--- config.mk ---
export PLATFORM = sky130hd
export DESIGN_NAME = ram_btn_ctrl
export DESIGN_NICKNAME = d
export VERILOG_FILES = /design/src/rtl/ram_pkg.sv /design/src/rtl/ram_btn_ctrl_tick_gen.sv /design/src/rtl/ram_btn_ctrl.sv
export SDC_FILE = /design/constraint.sdc
export NUM_CORES = 1
export LEC_CHECK = 0
export ABC_AREA = 1
export ABC_CLOCK_PERIOD_IN_PS = 1300
export BUFFER_PORTS_ARGS = -buffer_cell sky130_fd_sc_hd__buf_4
export CAP_MARGIN = 20
export CORE_MARGIN = 2
export CORE_UTILIZATION = 50
export DETAILED_ROUTE_END_ITERATION = 6
export HOLD_SLACK_MARGIN = 0.03
export PLACE_DENSITY = 0.76
export SETUP_SLACK_MARGIN = 0.4
export SYNTH_ARGS = -nofsm -noshare
export SYNTH_HDL_FRONTEND = slang
export SYNTH_HIERARCHICAL = 1
export SYNTH_SLANG_ARGS = --single-unit
export TNS_END_PERCENT = 30
--- constraint.sdc ---
create_clock -name clk -period 1.3 [get_ports clk]
set_input_delay 0.325 -clock clk [delete_from_list [all_inputs] [get_ports clk]]
set_output_delay 0.325 -clock clk [all_outputs]
set_load 0.03 [all_outputs]
--- src/rtl/ram_pkg.sv ---
// Shared constants for the 16x8 RAM board: bus widths, FSM state encoding, button bit indices.
package ram_pkg;

  localparam int unsigned DEF_ADDR_W = 4;
  localparam int unsigned DEF_DATA_W = 8;
  localparam int unsigned WAIT_W     = 2;

  localparam int unsigned BTN_WR = 0;
  localparam int unsigned BTN_RD = 1;

  typedef enum logic [2:0] {
    S_IDLE    = 3'd0,
    S_WRITE   = 3'd1,
    S_RD_WAIT = 3'd2,
    S_RD_CAP  = 3'd3,
    S_ADV     = 3'd4
  } state_t;

endpackage

--- src/rtl/ram_btn_ctrl_tick_gen.sv ---
// Free-running divider: one-clk db_tick pulse during the cycle the counter sits at TICK_DIV-1.
module tick_gen #(
  parameter int unsigned TICK_DIV = 250000
) (
  input  logic clk,
  input  logic clr,
  output logic o_tick
);

  localparam int unsigned CNT_W = (TICK_DIV > 2) ? $clog2(TICK_DIV) : 1;

  logic [CNT_W-1:0] r_cnt;
  logic             r_tick;

  // Tick is registered one count early so it lines up with the terminal count.
  always_ff @(posedge clk or posedge clr) begin
    if (clr) begin
      r_cnt  <= '0;
      r_tick <= 1'b0;
    end else begin
      if (r_cnt == CNT_W'(TICK_DIV - 1)) r_cnt <= '0;
      else                                r_cnt <= r_cnt + CNT_W'(1);
      r_tick <= (r_cnt == CNT_W'(TICK_DIV - 2));
    end
  end

  assign o_tick = r_tick;

endmodule

--- src/rtl/ram_btn_ctrl.sv ---
// Button sequencer: edge-detects debounced WRITE/READ buttons and writes switch data to,
// or reads back from, the RAM at an auto-advancing pointer.
module ram_btn_ctrl
  import ram_pkg::*;
#(
  parameter int unsigned TICK_DIV = 250000,
  parameter int unsigned ADDR_W   = DEF_ADDR_W,
  parameter int unsigned DATA_W   = DEF_DATA_W,
  parameter int unsigned RD_LAT   = 1
) (
  input  logic              clk,
  input  logic              clr,
  input  logic [1:0]        i_btn_db,
  input  logic [DATA_W-1:0] i_sw_data,
  input  logic [DATA_W-1:0] i_ram_dout,
  output logic              o_db_tick,
  output logic              o_ram_we,
  output logic [ADDR_W-1:0] o_ram_addr,
  output logic [DATA_W-1:0] o_ram_din,
  output logic [ADDR_W-1:0] o_disp_addr,
  output logic [DATA_W-1:0] o_disp_data,
  output logic              o_busy
);

  localparam logic [WAIT_W-1:0] WAIT_INIT = (RD_LAT > 0) ? WAIT_W'(RD_LAT - 1) : '0;

  state_t              r_state, w_state_nxt;
  logic [1:0]          r_btn_prev;
  logic [1:0]          w_press;
  logic [WAIT_W-1:0]   r_wait, w_wait_nxt;
  logic [ADDR_W-1:0]   r_addr, w_addr_nxt;
  logic [DATA_W-1:0]   r_din, w_din_nxt;
  logic [ADDR_W-1:0]   r_disp_addr, w_disp_addr_nxt;
  logic [DATA_W-1:0]   r_disp_data, w_disp_data_nxt;
  logic                r_we, r_busy;

  tick_gen #(.TICK_DIV(TICK_DIV)) u_tick_gen (
    .clk    (clk),
    .clr    (clr),
    .o_tick (o_db_tick)
  );

  assign w_press = i_btn_db & ~r_btn_prev;

  // State register plus all datapath registers; we/busy are decoded from the next state.
  always_ff @(posedge clk or posedge clr) begin
    if (clr) begin
      r_state     <= S_IDLE;
      r_btn_prev  <= 2'b00;
      r_wait      <= '0;
      r_addr      <= '0;
      r_din       <= '0;
      r_disp_addr <= '0;
      r_disp_data <= '0;
      r_we        <= 1'b0;
      r_busy      <= 1'b0;
    end else begin
      r_state     <= w_state_nxt;
      r_btn_prev  <= i_btn_db;
      r_wait      <= w_wait_nxt;
      r_addr      <= w_addr_nxt;
      r_din       <= w_din_nxt;
      r_disp_addr <= w_disp_addr_nxt;
      r_disp_data <= w_disp_data_nxt;
      r_we        <= (w_state_nxt == S_WRITE);
      r_busy      <= (w_state_nxt != S_IDLE);
    end
  end

  // Next-state logic; presses are only consumed in IDLE, WRITE wins a simultaneous press.
  always_comb begin
    w_state_nxt     = r_state;
    w_wait_nxt      = r_wait;
    w_addr_nxt      = r_addr;
    w_din_nxt       = r_din;
    w_disp_addr_nxt = r_disp_addr;
    w_disp_data_nxt = r_disp_data;
    case (r_state)
      S_IDLE: begin
        if (w_press[BTN_WR]) begin
          w_state_nxt = S_WRITE;
          w_din_nxt   = i_sw_data;
        end else if (w_press[BTN_RD]) begin
          w_state_nxt = (RD_LAT == 0) ? S_RD_CAP : S_RD_WAIT;
          w_wait_nxt  = WAIT_INIT;
        end
      end
      S_WRITE: begin
        w_disp_addr_nxt = r_addr;
        w_disp_data_nxt = r_din;
        w_state_nxt     = S_ADV;
      end
      S_RD_WAIT: begin
        if (r_wait == '0) w_state_nxt = S_RD_CAP;
        else              w_wait_nxt  = r_wait - WAIT_W'(1);
      end
      S_RD_CAP: begin
        w_disp_addr_nxt = r_addr;
        w_disp_data_nxt = i_ram_dout;
        w_state_nxt     = S_ADV;
      end
      S_ADV: begin
        w_addr_nxt  = r_addr + ADDR_W'(1);
        w_state_nxt = S_IDLE;
      end
      default: w_state_nxt = S_IDLE;
    endcase
  end

  assign o_ram_we    = r_we;
  assign o_ram_addr  = r_addr;
  assign o_ram_din   = r_din;
  assign o_disp_addr = r_disp_addr;
  assign o_disp_data = r_disp_data;
  assign o_busy      = r_busy;

endmodule

==> flow_summary.toml <==
[final_layout]
finalNonFillerCells = 457
multi_input_area_sq_um = 1270
fin_nets = 413
synthToLayoutAreaGrowth_pct = 45.7
drive_above_1_share = 0.456
fillerInstances = 341
final_util = 0.770
diodes = 0
layout.area.seq_sq_um = 1310

[clocking]
cts_buffers = 5
cts_sinks = 52
postCtsHoldBufs = 0
clk_latency_ns = 0.31
cts_buffer_depth = 2
htree_levels = 2
cts_tree = "yes"
cts_root_buf = "clkbuf_8"
clk_pin_slew_ns = 0.10

[worst_setup_path]
start_kind = "flop"
max_stage_delay_ns = 0.41
cp-end-kind = "flop"
ff2ff_path_depth = 7
path_max_fanout = 4
crit_buf_inv = 1
r2r_start = "u_tick_gen/r_cnt[1]"
worstSetupPathType = "flop to flop"
cp.required_ns = 1.51
r2r-end = "u_tick_gen/r_cnt[12]"
cp_slowest_cell = "dfrtp_1"
arrival_ns = 1.55
cpLargestDelayFamily = "flip-flops"
worstPathCellList = "ha_4, nand2_4, nor2_4, buf_12, nand3_1, xor2_1, nor2_1"
reg2reg_slack_ns = -0.04

[routing]
avgRoutedWirePerCell_microns = 14.3
vias = 2353
drtIter0Drc = 197
viasPerCell = 5.15
drt_wl_total_microns = 6550
dr.pass1.iters = 4
drcViolationCount = 0
ant_nets = 0

[die]
ios = 47
dieArea_sq_um = 5670
rows = 25
start_util = 0.528
fp.dieH_microns = 75.3
die_w_microns = 75.3
core_area_sq_um = 4820

[timing]
whs_ns = 0.0450
tns_ns = -0.205
worst_slew_pin_slew_ns = 0.249
final_max_slew_viol_count = 0
fin_crit_ns = 1.34
worst_slack_ns = -0.0447
slew_headroom = 0.833
finalSetupViolCount = 9
max_freq_mhz = 744
fin_crit_sh = 1.03
rsz0062_at_grt = "yes"
hold_viol = 0
finalClockSkew_ns = 0.00749

[power]
p_leak_nw = 1.86
vdd_ir_drop_max_uv = 1440
power_density_nw_per_um2 = 1900
power_mw = 7.06

[synthesis]
syn_inst = 307
synth.top_cell.area_share = 0.512
synth.distinct_cells = 28
synth_area_leaders = "dfrtp_1, nand2_1, inv_1"
ys_seq_area_frac = 0.512
synth_area_sq_um = 2540
synth-seq-cells = 52
ys_warn_count = 6
syn_avg_cell_area_sq_um = 8.29
synth.largest_area_cell = "dfrtp_1"
syn-num-nets = 331

[run_status]
status = "complete, but fails checks"
violations = "setup timing"

[global_route]
first_global_vias = 2197
antenna_found_initial = 0
grt_max_degree = 34
grt_pass1_wl_microns = 9710
gr-usage-all-layers = 0.228
overflow = 0

[hold_path]
hp-class = "input pin to asynchronous set/reset pin"

[placed_design]
gp_congestion = 0.853
io_buffers = 46
dp_cells = 425
dp_hpwl_microns = 3880

[job]
cap_violations = 0
## tightest hold or removal path: stages
cell and delay [ns]:
buf_4 0.12, clkinvlp_4 0.07, buf_12 0.20
## synthesized netlist by cell type, drive strengths merged
cell and n:
xnor2 2, o21ai 21, nand2 87, nand3 20, nor4 1, xor2 10, nand3b 1, nand4 5
a21oi 2, ha 4, clkinv 1, or2 1, buf 3, dfrtp 52, nor2 48, nor3 1
clkbuf 1, inv 47
## how the worst max path moves through the flow
stage          slack [ns]           startpoint                   end  depth (start not counted)
4_1_cts             -0.02  u_tick_gen/r_cnt[1]  u_tick_gen/r_cnt[14]                          8
3_3_place_gp         0.05  u_tick_gen/r_cnt[0]  u_tick_gen/r_cnt[14]                          8
2_1_floorplan        0.06  u_tick_gen/r_cnt[1]  u_tick_gen/r_cnt[14]                          8
5_1_grt             -0.13  u_tick_gen/r_cnt[0]  u_tick_gen/r_cnt[14]                          8
6_report            -0.04  u_tick_gen/r_cnt[1]  u_tick_gen/r_cnt[12]                          7
3_5_place_dp        -0.01  u_tick_gen/r_cnt[0]  u_tick_gen/r_cnt[15]                          6
## registers in the layout (all words and copies together) (netlist names)
register,cells
o_disp_addr,4
o_ram_we,1
o_ram_addr,4
o_busy,1
o_disp_data,8
r_btn_prev,2
r_state,3
r_wait,2
u_tick_gen/o_tick,1
u_tick_gen/r_cnt,18
o_ram_din,8
## where the power goes
part           leakage, nW  switching [mW]  total, mW  internal [mW]
logic                 1.15            2.05       3.59           1.54
registers            0.659           0.424       2.48           2.06
clock network       0.0434           0.556      0.988          0.432
## what timing repair did
item,CTS,global route
resized for setup,76,46
cloned,0,2
hold endpoints to repair,0,0
buffers inserted,11,11
endpoints found under the setup margin,76,77
pin swaps,47,50
## logic make-up after synthesis
kind of cell,after synthesis,synth area share
flops,52,0.512
buf+inv,52,0.0841
compound gates,23,0.0453
simple gates,164,0.298
fa+ha+maj,4,0.0197
xor+xnor,12,0.0413
## layer usage
metal  routed length, microns  track usage
met5                        0            0
met1                     2740        0.298
met3                      286       0.0622
met4                      147       0.0994
met2                     3370        0.359
## placed cells by master (no fill, tap or decap), types with 5 or more instances in the layout
master / count
dfrtp_2: 5
inv_2: 9
dfrtp_1: 47
o21ai_1: 11
clkbuf_8: 6
buf_4: 40
o21ai_2: 10
nand3_2: 9
inv_1: 33
nor2_1: 29
nand3_1: 9
buf_6: 35
xor2_1: 10
nand4_1: 5
nand2_1: 61
nand2_2: 22
nor2_4: 9
nor2_2: 10
## area by class of cell
class                           count  share of cell area
Clock buffer                        6              0.0223
Clock inverter                      2             0.00405
Inverter                           48              0.0553
Multi-Input combinational cell    204               0.343
Sequential cell                    52               0.353
Tap cell                           67              0.0226
Timing Repair Buffer               77               0.198
Timing Repair inverter              1             0.00169
## stage by stage
| step | worst slack, ns | instance area, sq um |
|---|---|---|
| floorplan | 0.0626 | 2580 |
| global placement | 0.0518 | 3050 |
| detailed placement | -0.0112 | 3050 |
| CTS | -0.0195 | 3460 |
| global route | -0.128 | 3710 |
| finish | -0.0447 | 3710 |
Note: power is estimated with default switching activity, not from simulation.
